===== src/rtl/acl_spi_reader.sv =====
// acl_spi_reader
//   SPI master (mode 3) that configures an ADXL345-class accelerometer and then
//   reads one axis every SAMPLE_PERIOD clocks. The sample is presented as the
//   10-bit two's-complement word used by the VGA/game logic.
//
// Ports
//   clk        100 MHz system clock
//   rst        asynchronous reset, active low
//   SDI        MISO from the sensor
//   SDO        MOSI to the sensor
//   SCLK       SPI clock, idles high
//   SS         chip select, active low
//   ACL_OUT    latest axis sample, two's complement
//   data_valid one-cycle pulse coincident with each ACL_OUT update
//   init_done  high once both configuration writes have completed
module acl_spi_reader #(
  parameter int CLK_DIV       = 50,
  parameter int SAMPLE_PERIOD = 100000,
  parameter int AXIS          = 1
) (
  input  logic       clk,
  input  logic       rst,
  input  logic       SDI,
  output logic       SDO,
  output logic       SCLK,
  output logic       SS,
  output logic [9:0] ACL_OUT,
  output logic       data_valid,
  output logic       init_done
);

  localparam int DIV_W = (CLK_DIV > 2) ? $clog2(CLK_DIV) : 1;
  localparam int TMR_W = (SAMPLE_PERIOD > 2) ? $clog2(SAMPLE_PERIOD) : 1;
  localparam logic [DIV_W-1:0] DIV_LAST = DIV_W'(CLK_DIV - 1);
  localparam logic [TMR_W-1:0] TMR_LAST = TMR_W'(SAMPLE_PERIOD - 1);
  // Read command with the read and multibyte bits set, pointing at DATA0 of the axis
  localparam logic [7:0] READ_CMD = (AXIS == 0) ? 8'hF2 : 8'hF4;

  typedef enum logic [2:0] {
    ST_INIT_FMT,
    ST_INIT_PWR,
    ST_WAIT,
    ST_READ,
    ST_UPDATE
  } state_t;

  // Shift engine phases. Every phase except IDLE lasts exactly CLK_DIV clocks;
  // the two GAP phases hold SS high between frames.
  typedef enum logic [2:0] {
    PH_IDLE,
    PH_LEAD,
    PH_LOW,
    PH_HIGH,
    PH_TRAIL,
    PH_GAP1,
    PH_GAP2
  } phase_t;

  state_t            r_state;
  state_t            w_stateNext;
  phase_t            r_phase;
  phase_t            w_phaseNext;

  logic [DIV_W-1:0]  r_divCnt;
  logic [4:0]        r_bitCnt;
  logic [4:0]        r_len;
  logic [23:0]       r_shOut;
  logic [15:0]       r_shIn;
  logic              r_sclk;
  logic              r_ss;
  logic              r_sdo;

  logic [9:0]        r_acl;
  logic              r_valid;
  logic              r_initDone;
  logic [TMR_W-1:0]  r_timer;

  logic              w_start;
  logic [23:0]       w_txWord;
  logic [4:0]        w_txLen;
  logic              w_divEnd;
  logic              w_lastBit;
  logic              w_engDone;
  logic              w_engIdle;
  logic              w_tick;
  logic              w_unusedSignExt;

  assign w_divEnd  = (r_divCnt == DIV_LAST);
  assign w_lastBit = (r_bitCnt == (r_len - 5'd1));
  assign w_engDone = (r_phase == PH_TRAIL) && w_divEnd;
  assign w_engIdle = (r_phase == PH_IDLE);
  assign w_tick    = r_initDone && (r_timer == TMR_LAST);

  // DATA1[7:2] only repeats the sign bit, so those bits are never used
  assign w_unusedSignExt = ^r_shIn[7:2];

  // Engine phase sequencing: lead-in, alternating low/high SCLK halves until
  // the last rising edge, trailing half, then the mandatory SS-high gap.
  always_comb begin
    w_phaseNext = r_phase;
    case (r_phase)
      PH_IDLE:  if (w_start)  w_phaseNext = PH_LEAD;
      PH_LEAD:  if (w_divEnd) w_phaseNext = PH_LOW;
      PH_LOW:   if (w_divEnd) w_phaseNext = w_lastBit ? PH_TRAIL : PH_HIGH;
      PH_HIGH:  if (w_divEnd) w_phaseNext = PH_LOW;
      PH_TRAIL: if (w_divEnd) w_phaseNext = PH_GAP1;
      PH_GAP1:  if (w_divEnd) w_phaseNext = PH_GAP2;
      PH_GAP2:  if (w_divEnd) w_phaseNext = PH_IDLE;
      default:  w_phaseNext = PH_IDLE;
    endcase
  end

  // Engine datapath: SCLK falls drive the next MOSI bit, SCLK rises sample
  // MISO. Only the last 16 received bits are kept, which after a read are
  // exactly DATA0 followed by DATA1.
  always_ff @(posedge clk or negedge rst) begin
    if (!rst) begin
      r_phase  <= PH_IDLE;
      r_divCnt <= '0;
      r_bitCnt <= '0;
      r_len    <= '0;
      r_shOut  <= '0;
      r_shIn   <= '0;
      r_sclk   <= 1'b1;
      r_ss     <= 1'b1;
      r_sdo    <= 1'b0;
    end else begin
      r_phase <= w_phaseNext;
      if (r_phase == PH_IDLE) begin
        r_divCnt <= '0;
        if (w_start) begin
          r_ss     <= 1'b0;
          r_bitCnt <= '0;
          r_len    <= w_txLen;
          r_shOut  <= w_txWord;
        end
      end else begin
        r_divCnt <= w_divEnd ? '0 : r_divCnt + 1'b1;
        if (w_divEnd) begin
          case (r_phase)
            PH_LEAD, PH_HIGH: begin
              r_sclk  <= 1'b0;
              r_sdo   <= r_shOut[23];
              r_shOut <= {r_shOut[22:0], 1'b0};
            end
            PH_LOW: begin
              r_sclk   <= 1'b1;
              r_shIn   <= {r_shIn[14:0], SDI};
              r_bitCnt <= r_bitCnt + 5'd1;
            end
            PH_TRAIL: begin
              r_ss  <= 1'b1;
              r_sdo <= 1'b0;
            end
            default: begin
            end
          endcase
        end
      end
    end
  end

  // Main state register
  always_ff @(posedge clk or negedge rst) begin
    if (!rst) begin
      r_state <= ST_INIT_FMT;
    end else begin
      r_state <= w_stateNext;
    end
  end

  // Main sequencing. The init states launch their write as soon as the engine
  // is idle; since the engine is busy until well after each state is left,
  // each write is issued exactly once. A sample tick that arrives while the
  // engine is busy is simply lost.
  always_comb begin
    w_stateNext = r_state;
    w_start     = 1'b0;
    w_txWord    = {8'h31, 8'h00, 8'h00};
    w_txLen     = 5'd16;
    case (r_state)
      ST_INIT_FMT: begin
        w_start = w_engIdle;
        if (w_engDone) w_stateNext = ST_INIT_PWR;
      end
      ST_INIT_PWR: begin
        w_txWord = {8'h2D, 8'h08, 8'h00};
        w_start  = w_engIdle;
        if (w_engDone) w_stateNext = ST_WAIT;
      end
      ST_WAIT: begin
        w_txWord = {READ_CMD, 16'h0000};
        w_txLen  = 5'd24;
        if (w_tick && w_engIdle) begin
          w_start     = 1'b1;
          w_stateNext = ST_READ;
        end
      end
      ST_READ: begin
        if (w_engDone) w_stateNext = ST_UPDATE;
      end
      ST_UPDATE: begin
        w_stateNext = ST_WAIT;
      end
      default: begin
        w_stateNext = ST_INIT_FMT;
      end
    endcase
  end

  // Sample output, init flag and free-running sample timer. The timer only
  // runs after initialisation, so the first read lands one full period after
  // init_done rises.
  always_ff @(posedge clk or negedge rst) begin
    if (!rst) begin
      r_acl      <= '0;
      r_valid    <= 1'b0;
      r_initDone <= 1'b0;
      r_timer    <= '0;
    end else begin
      r_valid <= (r_state == ST_UPDATE);
      if (r_state == ST_UPDATE) begin
        r_acl <= {r_shIn[1:0], r_shIn[15:8]};
      end
      if ((r_state == ST_INIT_PWR) && w_engDone) begin
        r_initDone <= 1'b1;
      end
      if (r_initDone) begin
        r_timer <= (r_timer == TMR_LAST) ? '0 : r_timer + 1'b1;
      end
    end
  end

  assign SDO        = r_sdo;
  assign SCLK       = r_sclk;
  assign SS         = r_ss;
  assign ACL_OUT    = r_acl;
  assign data_valid = r_valid;
  assign init_done  = r_initDone;

endmodule


===== config.mk =====
export PLATFORM = sky130hd
export DESIGN_NAME = acl_spi_reader
export DESIGN_NICKNAME = d
export VERILOG_FILES = /design/src/rtl/acl_spi_reader.sv
export SDC_FILE = /design/constraint.sdc
export NUM_CORES = 1
export LEC_CHECK = 0
export CORE_MARGIN = 1.5
export CORE_UTILIZATION = 30
export CTS_CLUSTER_DIAMETER = 200
export CTS_CLUSTER_SIZE = 30
export DETAILED_ROUTE_END_ITERATION = 8
export DONT_BUFFER_PORTS = 1
export GPL_TIMING_DRIVEN = 0
export HOLD_SLACK_MARGIN = 0.03
export PLACE_DENSITY_LB_ADDON = 0.08
export SYNTH_ARGS = -nofsm -noshare
export SYNTH_HDL_FRONTEND = slang
export SYNTH_SLANG_ARGS = --single-unit

===== constraint.sdc =====
create_clock -name clk -period 2.93 [get_ports clk]
set_input_delay 0.4395 -clock clk [delete_from_list [all_inputs] [get_ports clk]]
set_output_delay 0.4395 -clock clk [all_outputs]
set_load 0.02 [all_outputs]

# Word level (Yosys, flattened, before mapping)
# Index checks and enable logic that the tools add are counted.
# word_totals
in_bits,3
wordCells,99
output_inout_bits,15
ff_bits,94
# op_classes
add_sub_neg,4
n_reduce_logical,23
bitwise_logic,1
muxes,34
eq_ne,23
# op_table
cell,count
$mux W24,4
$pmux W24 S2,1
$mux W3,11
$mux W5,4
$ne A2 B2 Y1 const B,9
$pmux W3 S6,1
$reduce_and A3 Y1,6
$add A17 B1 Y17 const B,1
$eq A17 B17 Y1 const B,1
$mux W17,1
$pmux W3 S5,1
$eq A3 B2 Y1 const B,4
$eq A3 B3 Y1 const B,4
$mux W6,2
$reduce_bool A2 Y1,6
$add A6 B1 Y6 const B,1
$eq A3 B1 Y1 const B,2
$eq A6 B6 Y1 const B,1
$logic_not A3 Y1,2
$pmux W1 S2,3
$reduce_and A6 Y1,1
$add A5 B1 Y5 const B,1
$eq A5 B5 Y1,1
$mux W1,5
other kinds (8),12

# Longest topological paths before layout
# Gate-level depths: netlist of the first run.
# logic_depth
depth_word,7
depth_mapped,9
mapped_depth_nobuf,7

# Worst setup path after synthesis of the first run
# OpenSTA, ideal clock, no wires.
# synth_path
path_kind,flip-flop to flip-flop
start,register r_divCnt[1]
end,register r_shOut[18]
synth_period_minus_slack_ns,2.072
setup_ns,0.125
setup_slack_ns,0.858
required_time_ns,2.805
t_arrival_ns,1.947
path_stages_with_launch,9
path_cell_list,dfrtp_1 inv_1 ha_1 nand4b_1 nor4_2 nor2_4 and2_4 buf_6 mux2_4
# synth_via
elab_chain_cells,3
# synth_rtl
element,line_no,source
"start, declared",64,logic [DIV_W-1:0] r_divCnt;
"start signal, assigned",138,r_divCnt <= w_divEnd ? '0 : r_divCnt + 1'b1;
$eq A6 B6 Y1,88,assign w_divEnd = (r_divCnt == DIV_LAST);
$reduce_bool A2 Y1 (no source line),n/a,
$reduce_and A3 Y1 (no source line),n/a,
"end signal, assigned",135,r_shOut <= w_txWord;
"end signal, assigned",144,"r_shOut <= {r_shOut[22:0], 1'b0};"
"end, declared",67,logic [23:0] r_shOut;
# Every way passes these cells.
# A chain may end at the register's enable or synchronous reset.

# Final worst setup path of the first run
# Same ends and word-level chain as after synthesis.

==> results.yml, run 1 <==
worst_setup_path:
  required_ns: 3.15
  rr_startpoint: "r_divCnt[1]$_DFF_PN0_"
  cp-startpoint: "r_divCnt[1]$_DFF_PN0_"
  start_kind: "flip-flop"
  path_max_fanout: 10
  arrival_ns: 2.74
  end_kind: "flip-flop"
  critPathKind: "flip-flop to flip-flop"
route:
  drt-vias-per-instance: 4.634
  drc: 0
  drt_iter0_drc: 136
  routedWlPerCell_um: 13.90
  first_pass_iters: 4
  wl_um: 6950
  ant_nets: 0
  vias: 2317
synthesis:
  synth_ff_type: "dfrtp_1"
  synth.distinct_cells: 54
  synth-seq-cells: 80
  synth.area.top_cells: "dfrtp_1, nand2_1, mux2_2"
  yosys_warnings: 0
  synth_top_family_by_area: "simple AND/OR/NAND/NOR gates"
  synth-xor-area-share_pct: 5.573
  syn_nets: 346
  syn_inst: 339
  synth_mux_area_share_pct: 5.227
  avgSynthCellArea_um2: 10.66
  synth_top_area_cell: "dfrtp_1"
  yosysTopAreaCellShare_pct: 54.00
  synth_edf_count: 0
  async_reset_ff_share_pct: 100.0
  ys_seq_area_share_pct: 55.45
  synth-simple-area-share_pct: 21.22
  synth_compound_area_share_pct: 6.646
  synthAdderAreaFrac_pct: 1.385
  syn_area_mm2: 0.003615
timing:
  min_period_over_period_pct: 86.09
  slew-limit-headroom_pct: 24.83
  worst_pin_slew_ns: 1.118
  finalMaxSlewViolations: 0
  rsz0062_at_grt: "false"
  final_hold_viol_count: 0
  period_needed_ns: 2.523
  fin_setup_tns_ns: 0
  fin_worst_skew_ns: 0.008522
  setup-violations-final: 0
  layout_setup_ws_ns: 0.4074
  fmax_mhz: 396.4
floorplan:
  die_w_um: 112.8
  start_util_pct: 31.26
  die_h_um: 112.8
  dieArea_mm2: 0.01272
  fp-row-count: 39
  boundaryPins: 18
  core_area_mm2: 0.01156
outcome:
  status: "finished clean"
grt:
  grt_pass1_wl_um: 12420
  grt_pass1_vias: 2455
  top_usage_layer: "met2"
  grt_max_degree: 81
  use_met3_pct: 5.249
  grt_use_met1_pct: 16.33
  grt-ovfl-total: 0
  track_usage_pct: 12.59
  grt_antenna_before_repair: 0
  grtUsageMet2_pct: 19.02
placed_design:
  dp_slack_ns: 0.3999
  hpwl_um: 4457
  portBuffers: 0
  gp_congestion: 0.7268
  dpl_cell_area_mm2: 0.003794
clock_tree:
  cts_buffers: 9
  cts-root-buf: "clkbuf_16"
  postCtsHoldBufs: 2
  tritoncts: "yes"
  clock_latency_ns: 0.34
  clk_pin_slew_ns: 0.06
  cts_resized: 0
  clock_path_buffers: 2
  numClockSinks: 80
  postCtsSetupBuffers: 0
  h-tree-depth: 3
layout:
  design_area_mm2: 0.004175
  syn_to_final_growth_pct: 15.51
  fin_util_pct: 36.10
  register_area_mm2: 0.002004
  final_net_count: 359
  drive_above_1_share_pct: 17.09
  nFillCells: 1149
  antennaDiodeCount: 0
  multi_input_area_mm2: 0.001448
power:
  vdd_drop_max_mv: 0.4265
  combPwrFrac_pct: 1.1
  clock_power_share_pct: 53.6
  power_switching_w: 0.0004934
  p_leak_nw: 1.903
  power_density_mw_per_mm2: 583.6
  netSwitchingFraction_pct: 20.25
  p_seq_share_pct: 45.3
  power.internal_w: 0.001943
min_path:
  hp-class: "input port to flip-flop"
  hp-start: "SDI"
job:
  drv_cap: 0
==> layout make-up <==
type,count,area share [%]
plain buffers,16,3.177
clock buffers,9,5.394
clock inverters,7,2.847
inverters,8,0.7192
multi-input cells,235,34.67
flip-flops and latches,80,48.01
well taps,143,4.285
repair buffers,2,0.8990
==> cell usage after synthesis, types with 4 or more instances <==
| cell | instances |
|---|---|
| a21oi_1 | 8 |
| nor3_1 | 4 |
| inv_1 | 7 |
| ha_1 | 4 |
| o31ai_1 | 4 |
| dfrtp_1 | 78 |
| nor2_1 | 30 |
| xor2_1 | 11 |
| or2b_2 | 4 |
| nor4_1 | 4 |
| nand2_1 | 75 |
| xnor2_1 | 12 |
| clkbuf_1 | 6 |
| buf_6 | 4 |
| o21ai_0 | 11 |
| nand4_1 | 5 |
| nand3_1 | 10 |
| mux2_2 | 11 |
==> layout by cell type (no fill, tap or decap), types with 3 or more instances in the layout <==
cell / count
dfrtp_1: 78
o21ai_0: 11
xor2_1: 11
xnor2_1: 12
nor2_1: 30
bufinv_16: 3
a21oi_1: 8
mux2_4: 3
mux2_2: 11
and3_1: 3
nand4b_1: 3
ha_1: 4
clkbuf_16: 9
nand4_1: 5
nand2_1: 75
a22o_2: 3
clkbuf_1: 6
nor4_1: 4
nor3_1: 4
inv_1: 7
buf_6: 4
o31ai_1: 4
or2b_2: 4
nand3_1: 10
==> critical path, cell delays in order (launching register included) <==
cell      delay (ns)
dfrtp_1         0.39
inv_1           0.06
ha_1            0.14
nand4b_1        0.23
nor4_2          0.90
nor2_4          0.06
and2_4          0.20
buf_6           0.13
mux2_4          0.29
==> cell families after synthesis <==
family                   after synthesis
AO/OA/AOI/OAI                         37
flip-flops                            80
multiplexers                          16
adder cells (fa/ha/maj)                4
XOR/XNOR                              23
AND/OR/NAND/NOR                      155
buffers and inverters                 24
==> routing by layer <==
| layer | vias to the layer above | wire length, µm |
|---|---|---|
| met5 | - | 0 |
| met4 | 0 | 76 |
| met3 | 5 | 291 |
| met2 | 26 | 3093 |
| met1 | 1116 | 3489 |
| li1 | 1170 | - |
==> power groups by stage <==
stage / clock [W] / sequential, W / combinational (W)
2_1_floorplan: 0 / 0.00113 / 0.0000000158
3_3_place_gp: 0 / 0.00113 / 0.0000000158
3_5_place_dp: 0 / 0.00113 / 0.0000000158
4_1_cts: 0.00135 / 0.00110 / 0.0000295
5_1_grt: 0.00140 / 0.00110 / 0.0000325
6_report: 0.00131 / 0.00110 / 0.0000269
==> stage by stage <==
step / total power (W) / hold slack (ns) / instances
final: 0.002437 / 0.2089 / 500
after global placement: 0.001125 / 0.1490 / 482
after global routing: 0.002536 / 0.2025 / 500
after floorplan: 0.001125 / 0.1439 / 339
after detailed placement: 0.001125 / 0.1491 / 482
after CTS: 0.002487 / 0.1856 / 500
==> sequential cells by signal, indices dropped and copies added (netlist names) <==
signal      count
r_timer        17
r_phase         3
SS              1
SDO             1
init_done       1
ACL_OUT        10
data_valid      1
r_bitCnt        5
r_shIn         16
SCLK            1
r_divCnt        6
r_shOut        13
r_len           2
r_state         3
==> worst paths after layout <==
check	to	slack [ns]	cells past startpoint
worst max-delay path	r_shOut[18]$_DFFE_PN0P_	0.41	8
worst max register to register	r_shOut[18]$_DFFE_PN0P_	0.41	8
worst min-delay path	r_shIn[0]$_DFFE_PN0P_	0.21	2
max in group asynchronous	SCLK$_DFFE_PN1P_	1.92	2
worst min register to register	r_shIn[7]$_DFFE_PN0P_	0.46	2
min in group asynchronous	r_shOut[23]$_DFFE_PN0P_	0.66	2
Power figures use the tool's default switching activity.
==> run 2: changes to the inputs <==
Settings changed: TNS_END_PERCENT from default to 50.
==> results of run 2 <==
The final DEF is identical to that of run 1; final timing and power are the same.
